--- config.mk ---
export PLATFORM = sky130hd
export DESIGN_NAME = fm_modulate
export DESIGN_NICKNAME = d
export VERILOG_FILES = /design/src/rtl/fm_modulate.sv
export SDC_FILE = /design/constraint.sdc
export NUM_CORES = 1
export LEC_CHECK = 0
export BUFFER_PORTS_ARGS = -buffer_cell sky130_fd_sc_hd__clkbuf_2
export CORE_MARGIN = 2
export CORE_UTILIZATION = 60
export DETAILED_ROUTE_END_ITERATION = 8
export PLACE_DENSITY = 0.85
export SLEW_MARGIN = 20
export SYNTH_ARGS = -nofsm -noshare
export SYNTH_HDL_FRONTEND = slang
export SYNTH_SLANG_ARGS = --single-unit
--- constraint.sdc ---
create_clock -name s00_axis_aclk -period 10 [get_ports s00_axis_aclk]
set_input_delay 0 -clock s00_axis_aclk [delete_from_list [all_inputs] [get_ports s00_axis_aclk]]
set_output_delay 0 -clock s00_axis_aclk [all_outputs]
set_load 0.02 [all_outputs]
--- src/rtl/fm_modulate.sv ---
// ---------------------------------------------------------------------------
// fm_modulate
//
// Transmit-side FM modulator. Each accepted signed audio sample is scaled by
// the deviation shift (sw) and integrated into a 16-bit phase accumulator
// (65536 = 2*pi). The new phase is turned into an I/Q pair by an iterative
// rotation-mode CORDIC that runs one micro-rotation per clock. Only one
// sample is in flight at a time: the input is not ready while a rotation is
// running or while a result is waiting for the downstream handshake.
//
// Ports
//   s00_axis_aclk     in   sole clock, rising edge
//   s00_axis_aresetn  in   asynchronous active-low reset
//   s00_axis_tvalid   in   input sample valid
//   s00_axis_tlast    in   input packet end, forwarded with the sample
//   s00_axis_tdata    in   [15:0] signed audio sample, upper bits ignored
//   s00_axis_tstrb    in   ignored
//   s00_axis_tready   out  input ready (IDLE only, low during reset)
//   m00_axis_tready   in   downstream ready
//   sw                in   deviation shift, sampled with the input sample
//   m00_axis_tvalid   out  output valid
//   m00_axis_tlast    out  tlast of the sample being presented
//   m00_axis_tdata    out  [31:16] Q signed, [15:0] I signed
//   m00_axis_tstrb    out  all ones while tvalid is high, zero otherwise
// ---------------------------------------------------------------------------
module fm_modulate #(
  parameter int C_S00_AXIS_TDATA_WIDTH = 32,
  parameter int C_M00_AXIS_TDATA_WIDTH = 32,
  parameter int ITERS                  = 16
) (
  input  logic                                s00_axis_aclk,
  input  logic                                s00_axis_aresetn,
  input  logic                                s00_axis_tvalid,
  input  logic                                s00_axis_tlast,
  input  logic [C_S00_AXIS_TDATA_WIDTH-1:0]   s00_axis_tdata,
  input  logic [C_S00_AXIS_TDATA_WIDTH/8-1:0] s00_axis_tstrb,
  output logic                                s00_axis_tready,
  input  logic                                m00_axis_tready,
  input  logic [3:0]                          sw,
  output logic                                m00_axis_tvalid,
  output logic                                m00_axis_tlast,
  output logic [C_M00_AXIS_TDATA_WIDTH-1:0]   m00_axis_tdata,
  output logic [C_M00_AXIS_TDATA_WIDTH/8-1:0] m00_axis_tstrb
);

  localparam int M_STRB_W = C_M00_AXIS_TDATA_WIDTH / 8;

  // Iteration counter value of the final micro-rotation.
  localparam logic [3:0] LAST_ITER = 4'(ITERS - 1);

  // Starting x magnitude; the CORDIC gain (~1.6468) brings it to ~32764.
  localparam logic signed [17:0] X_INIT = 18'sd19896;

  // FSM encoding
  localparam logic [1:0] S_IDLE = 2'd0;
  localparam logic [1:0] S_ROT  = 2'd1;
  localparam logic [1:0] S_OUT  = 2'd2;

  // -------------------------------------------------------------------------
  // State and datapath registers
  // -------------------------------------------------------------------------
  logic [1:0]                        r_state;
  logic [15:0]                       r_phase;
  logic signed [17:0]                r_x;
  logic signed [17:0]                r_y;
  logic signed [16:0]                r_z;
  logic [3:0]                        r_iter;
  logic                              r_last;
  logic [C_M00_AXIS_TDATA_WIDTH-1:0] r_tdata;

  // -------------------------------------------------------------------------
  // Combinational helpers
  // -------------------------------------------------------------------------
  logic               w_accept;
  logic signed [15:0] w_audio;
  logic signed [15:0] w_step;
  logic [15:0]        w_nextPhase;
  logic               w_quad;
  logic [15:0]        w_z0;
  logic signed [17:0] w_xInit;
  logic signed [17:0] w_xShift;
  logic signed [17:0] w_yShift;
  logic signed [17:0] w_xNext;
  logic signed [17:0] w_yNext;
  logic signed [16:0] w_zNext;
  logic signed [16:0] w_atan;
  logic               w_dPos;
  logic               w_unused;

  // Only the low 16 bits carry audio; the rest of the beat is don't-care.
  assign w_unused = ^{s00_axis_tstrb, s00_axis_tdata[C_S00_AXIS_TDATA_WIDTH-1:16]};

  // -------------------------------------------------------------------------
  // arctangent table, 65536 = 2*pi
  // -------------------------------------------------------------------------
  function automatic logic signed [16:0] atanLookup(input logic [3:0] idx);
    logic signed [16:0] v;
    case (idx)
      4'd0:    v = 17'sd8192;
      4'd1:    v = 17'sd4836;
      4'd2:    v = 17'sd2555;
      4'd3:    v = 17'sd1297;
      4'd4:    v = 17'sd651;
      4'd5:    v = 17'sd326;
      4'd6:    v = 17'sd163;
      4'd7:    v = 17'sd81;
      4'd8:    v = 17'sd41;
      4'd9:    v = 17'sd20;
      4'd10:   v = 17'sd10;
      4'd11:   v = 17'sd5;
      4'd12:   v = 17'sd3;
      4'd13:   v = 17'sd1;
      4'd14:   v = 17'sd1;
      default: v = 17'sd0;
    endcase
    return v;
  endfunction

  // Clamp an 18-bit internal value to the signed 16-bit output range.
  function automatic logic [15:0] sat16(input logic signed [17:0] v);
    logic [15:0] r;
    if (v > 18'sd32767) begin
      r = 16'h7FFF;
    end else if (v < -18'sd32768) begin
      r = 16'h8000;
    end else begin
      r = v[15:0];
    end
    return r;
  endfunction

  // -------------------------------------------------------------------------
  // Input side: accept, phase integration and quadrant pre-rotation
  // -------------------------------------------------------------------------
  assign s00_axis_tready = (r_state == S_IDLE) && s00_axis_aresetn;
  assign w_accept        = s00_axis_tvalid && s00_axis_tready;

  assign w_audio     = s00_axis_tdata[15:0];
  assign w_step      = w_audio >>> sw;
  // Modular 16-bit add: the phase wraps naturally at 2*pi.
  assign w_nextPhase = r_phase + w_step;

  // Angles in the left half-plane are rotated by pi up front (negate x and
  // subtract 32768 from z) so the CORDIC only has to cover +-pi/2.
  // Subtracting 32768 modulo 65536 is just an MSB flip.
  assign w_quad  = w_nextPhase[15] ^ w_nextPhase[14];
  assign w_z0    = w_quad ? (w_nextPhase ^ 16'h8000) : w_nextPhase;
  assign w_xInit = w_quad ? -X_INIT : X_INIT;

  // -------------------------------------------------------------------------
  // One CORDIC micro-rotation per cycle, direction chosen by the sign of z
  // -------------------------------------------------------------------------
  assign w_xShift = r_x >>> r_iter;
  assign w_yShift = r_y >>> r_iter;
  assign w_atan   = atanLookup(r_iter);
  assign w_dPos   = ~r_z[16];

  assign w_xNext = w_dPos ? (r_x - w_yShift) : (r_x + w_yShift);
  assign w_yNext = w_dPos ? (r_y + w_xShift) : (r_y - w_xShift);
  assign w_zNext = w_dPos ? (r_z - w_atan)   : (r_z + w_atan);

  // -------------------------------------------------------------------------
  // Control FSM and datapath registers. Reset discards any in-flight sample
  // and restarts the phase integrator from zero.
  // -------------------------------------------------------------------------
  always_ff @(posedge s00_axis_aclk or negedge s00_axis_aresetn) begin
    if (!s00_axis_aresetn) begin
      r_state <= S_IDLE;
      r_phase <= 16'd0;
      r_x     <= '0;
      r_y     <= '0;
      r_z     <= '0;
      r_iter  <= 4'd0;
      r_last  <= 1'b0;
      r_tdata <= '0;
    end else begin
      case (r_state)
        S_IDLE: begin
          if (w_accept) begin
            r_phase <= w_nextPhase;
            r_x     <= w_xInit;
            r_y     <= '0;
            r_z     <= {w_z0[15], w_z0};
            r_iter  <= 4'd0;
            r_last  <= s00_axis_tlast;
            r_state <= S_ROT;
          end
        end
        S_ROT: begin
          r_x <= w_xNext;
          r_y <= w_yNext;
          r_z <= w_zNext;
          if (r_iter == LAST_ITER) begin
            // Capture the saturated result straight from the final rotation
            // so it is valid in the very first OUT cycle.
            r_tdata        <= '0;
            r_tdata[31:16] <= sat16(w_yNext);
            r_tdata[15:0]  <= sat16(w_xNext);
            r_iter         <= 4'd0;
            r_state        <= S_OUT;
          end else begin
            r_iter <= r_iter + 4'd1;
          end
        end
        S_OUT: begin
          if (m00_axis_tready) begin
            r_state <= S_IDLE;
          end
        end
        default: begin
          r_state <= S_IDLE;
        end
      endcase
    end
  end

  // -------------------------------------------------------------------------
  // Output side: everything is decoded from registered state, so there is
  // no combinational path from m00_axis_tready to s00_axis_tready.
  // -------------------------------------------------------------------------
  assign m00_axis_tvalid = (r_state == S_OUT);
  assign m00_axis_tlast  = m00_axis_tvalid & r_last;
  assign m00_axis_tdata  = r_tdata;
  assign m00_axis_tstrb  = m00_axis_tvalid ? {M_STRB_W{1'b1}} : '0;

endmodule

==> flow_metrics.env <==
export IMPL_core_area_um2=18100
export IMPL_startpoint_type="flop"
export IMPL_grt_pass1_wl_mm=47.8
export IMPL_placementRows=49
export IMPL_die_h_um=140
export IMPL_fin_crit_ns=6.89
export IMPL_synth_nets=1448
export IMPL_wl_mm=28.9
export IMPL_hold_viol=0
export IMPL_postSynthAreaPerCell_um2=8.38
export IMPL_worst_pin_slew_ns=1.02
export IMPL_drt_initial_drc_count=884
export IMPL_whs_ns=0.0969
export IMPL_cts_tree="built"
export IMPL_post_cts_resized=0
export IMPL_required_ns=10.27
export IMPL_cap_violations=0
export IMPL_postCtsSetupRepairBufs=0
export IMPL_synth_top_cell_area_share_pct=24.3
export IMPL_die_w_um=140
export IMPL_drv_slew=0
export IMPL_relSlewSlack_pct=31.9
export IMPL_min_period_over_period_pct=68.9
export IMPL_first_pass_iters=8
export IMPL_end_kind="flop"
export IMPL_gp_congestion=0.921
export IMPL_antenna_found_initial=0
export IMPL_synth_seq_area_share_pct=24.3
export IMPL_grt_max_degree=66
export IMPL_clkSinkCount=108
export IMPL_initial_utilization_pct=61.4
export IMPL_status="finished clean"
export IMPL_syn_cell_area_um2=11100
export IMPL_n_antenna_cell=0
export IMPL_grt_overflow=0
export IMPL_dp_hpwl_mm=20.7
export IMPL_crit_fanout=31
export IMPL_synth_area_leaders="dfrtp_1 24%, mux4_2 8.5%, ha_1 8.3%"
export IMPL_grt_pass1_vias=9866
export IMPL_area_growth_pct=6.46
export IMPL_clockBufferDepth=2
export IMPL_synth_main_ff_cell="dfrtp_1"
export IMPL_fin_nets=1457
export IMPL_root_buffer="clkbuf_16"
export IMPL_vias=10300
export IMPL_synth_top_area_cell="dfrtp_1"
export IMPL_ys_types=74
export IMPL_grt_usage_pct=29.7
export IMPL_numPortBuffers=63
export IMPL_post_drt_wl_per_cell_um=18.4
export IMPL_ant_nets=0
export IMPL_dieArea_um2=19600
export IMPL_cp_arrival_ns=7.16
export IMPL_finalSetupViolations=0
export IMPL_vias_per_cell=6.54
export IMPL_syn_instance_count=1325
export IMPL_cts_made_buffers=9
export IMPL_clock_skew_ns=0.0115
export IMPL_h_tree_depth=3
export IMPL_fmax_mhz=145
export IMPL_ys_warn_count=0
export IMPL_min_path_type="in2reg"
export IMPL_totalNegativeSetupSlack_ns=0
export IMPL_ys_seq_elements=108
export IMPL_io_pins=84
export IMPL_clkTransAtPathRegs_ns=0.09
export IMPL_rsz0062_at_grt="no"
export IMPL_ys_async_sr_fraction_pct=100
export IMPL_clock_latency_ns=0.37
export IMPL_synth_edf_count=0
export IMPL_drive_gt1_share_pct=14.0
export IMPL_crit_type="reg2reg"
export IMPL_drc_errors=0
-- area by class of cell --
class	instances	area, um^2
multi-input combinational	1096	7930
fill	1422	6270
sequential	108	2710
timing repair buffer	79	445
tap	229	287
clock buffer	10	239
inverter	40	150
clock inverter	6	67.6
-- state kept, by name (all words and copies together), names as in the netlist --
| signal | flops |
|---|---|
| r_last | 1 |
| r_z | 17 |
| r_y | 18 |
| r_iter | 4 |
| r_phase | 16 |
| m00_axis_tdata | 32 |
| r_state | 2 |
| r_x | 18 |
-- placed cells by master, fill, tap and decap left out, types with 5 or more instances in the layout --
cell	instances
clkbuf_2	62
xor2_1	36
nand2_1	157
o21a_1	15
or2_2	5
nand3b_1	5
nor2b_1	19
o21ai_0	87
mux4_2	42
buf_4	14
a21oi_1	97
nand2b_1	16
nand3_1	31
a22oi_1	10
o22ai_1	23
a31oi_1	24
or3_1	6
and2_1	32
o22a_1	17
ha_1	74
mux2_2	29
nor3b_1	5
o21bai_1	8
inv_1	36
a21o_1	23
nor4_1	6
o211ai_1	6
mux2i_1	32
a211oi_1	16
nor2_1	117
clkbuf_16	9
xnor2_1	59
dfrtp_1	106
nor3_1	21
o31ai_1	7
-- synthesized netlist by cell type, types with 20 or more instances --
library cell	count
nand2_1	158
nor2_1	119
dfrtp_1	108
a21oi_1	97
o21ai_0	87
ha_1	74
xnor2_1	59
clkbuf_1	58
mux4_2	42
inv_1	36
xor2_1	36
and2_1	32
mux2i_1	32
nand3_1	31
mux2_2	29
a31oi_1	24
a21o_1	23
o22ai_1	23
nor3_1	21
nor2b_1	20
-- metal layers --
metal  global-route usage (%)  part of all wire, %
met5                        0                    0
met4                     12.5                  3.8
met3                     4.03                  6.9
met2                     50.5                   48
met1                     38.4                   41
-- per-stage QoR --
stage	setup WS, ns	cells	utilization [%]	area, um^2
finish	3.11	1568	65.4	11800
global route	2.76	1568	65.4	11800
CTS	3.34	1568	65.3	11800
detailed placement	3.42	1549	63.4	11500
global placement	3.49	1549	63.4	11500
floorplan	4.27	1325	-	11100
-- worst paths after layout --
check                            startpoint                 to  slack (ns)  cells after the start
hold reg to reg                      r_last             r_last        0.49                      2
setup / recovery                  r_iter[3]  m00_axis_tdata[0]        3.11                     19
max in group asynchronous  s00_axis_aresetn          r_iter[1]        8.32                      4
min in group asynchronous  s00_axis_aresetn            r_y[14]        0.41                      3
hold / removal              s00_axis_tvalid            r_z[16]         0.1                      4
setup reg to reg                  r_iter[3]  m00_axis_tdata[0]        3.11                     19
-- repair_timing --
item,in CTS,in global routing
endpoints found under the setup margin,0,0
hold buffers,3,0
hold endpoints to repair,55,0
-- critical path, stage by stage, from the launching register on --
cell       delay [ns]
dfrtp_1          1.02
buf_4            0.45
mux2_2           0.37
mux4_2           0.52
o22ai_1          0.26
and2_1           0.23
nand2_1          0.09
nor4_1           0.63
a21oi_1          0.18
xnor2_1          0.26
ha_1             0.34
o21a_1           0.13
nor2_1           0.14
a211oi_1         0.13
a2111o_1         0.43
a31oi_1          0.27
xor2_1           0.33
o2111ai_1        0.50
and2_1           0.35
o22a_1           0.15
-- logic make-up (layout without fill, tap and decap cells) --
family | count (synthesis) | after routing | synth area share [%]
xor gates and xnor gates | 96 | 96 | 7.64
and+or+nand+nor | 440 | 440 | 18.3
DFF | 108 | 108 | 24.3
adders and majority gates | 78 | 78 | 9.06
AOI/OAI and AO/OA | 379 | 379 | 21.9
muxes | 103 | 103 | 14.3
buffers and inverters | 121 | 135 | 4.50
Power is left out: the tool's default activity adds up to more than one toggle a clock period on the data nets, which glitch-free logic cannot reach.
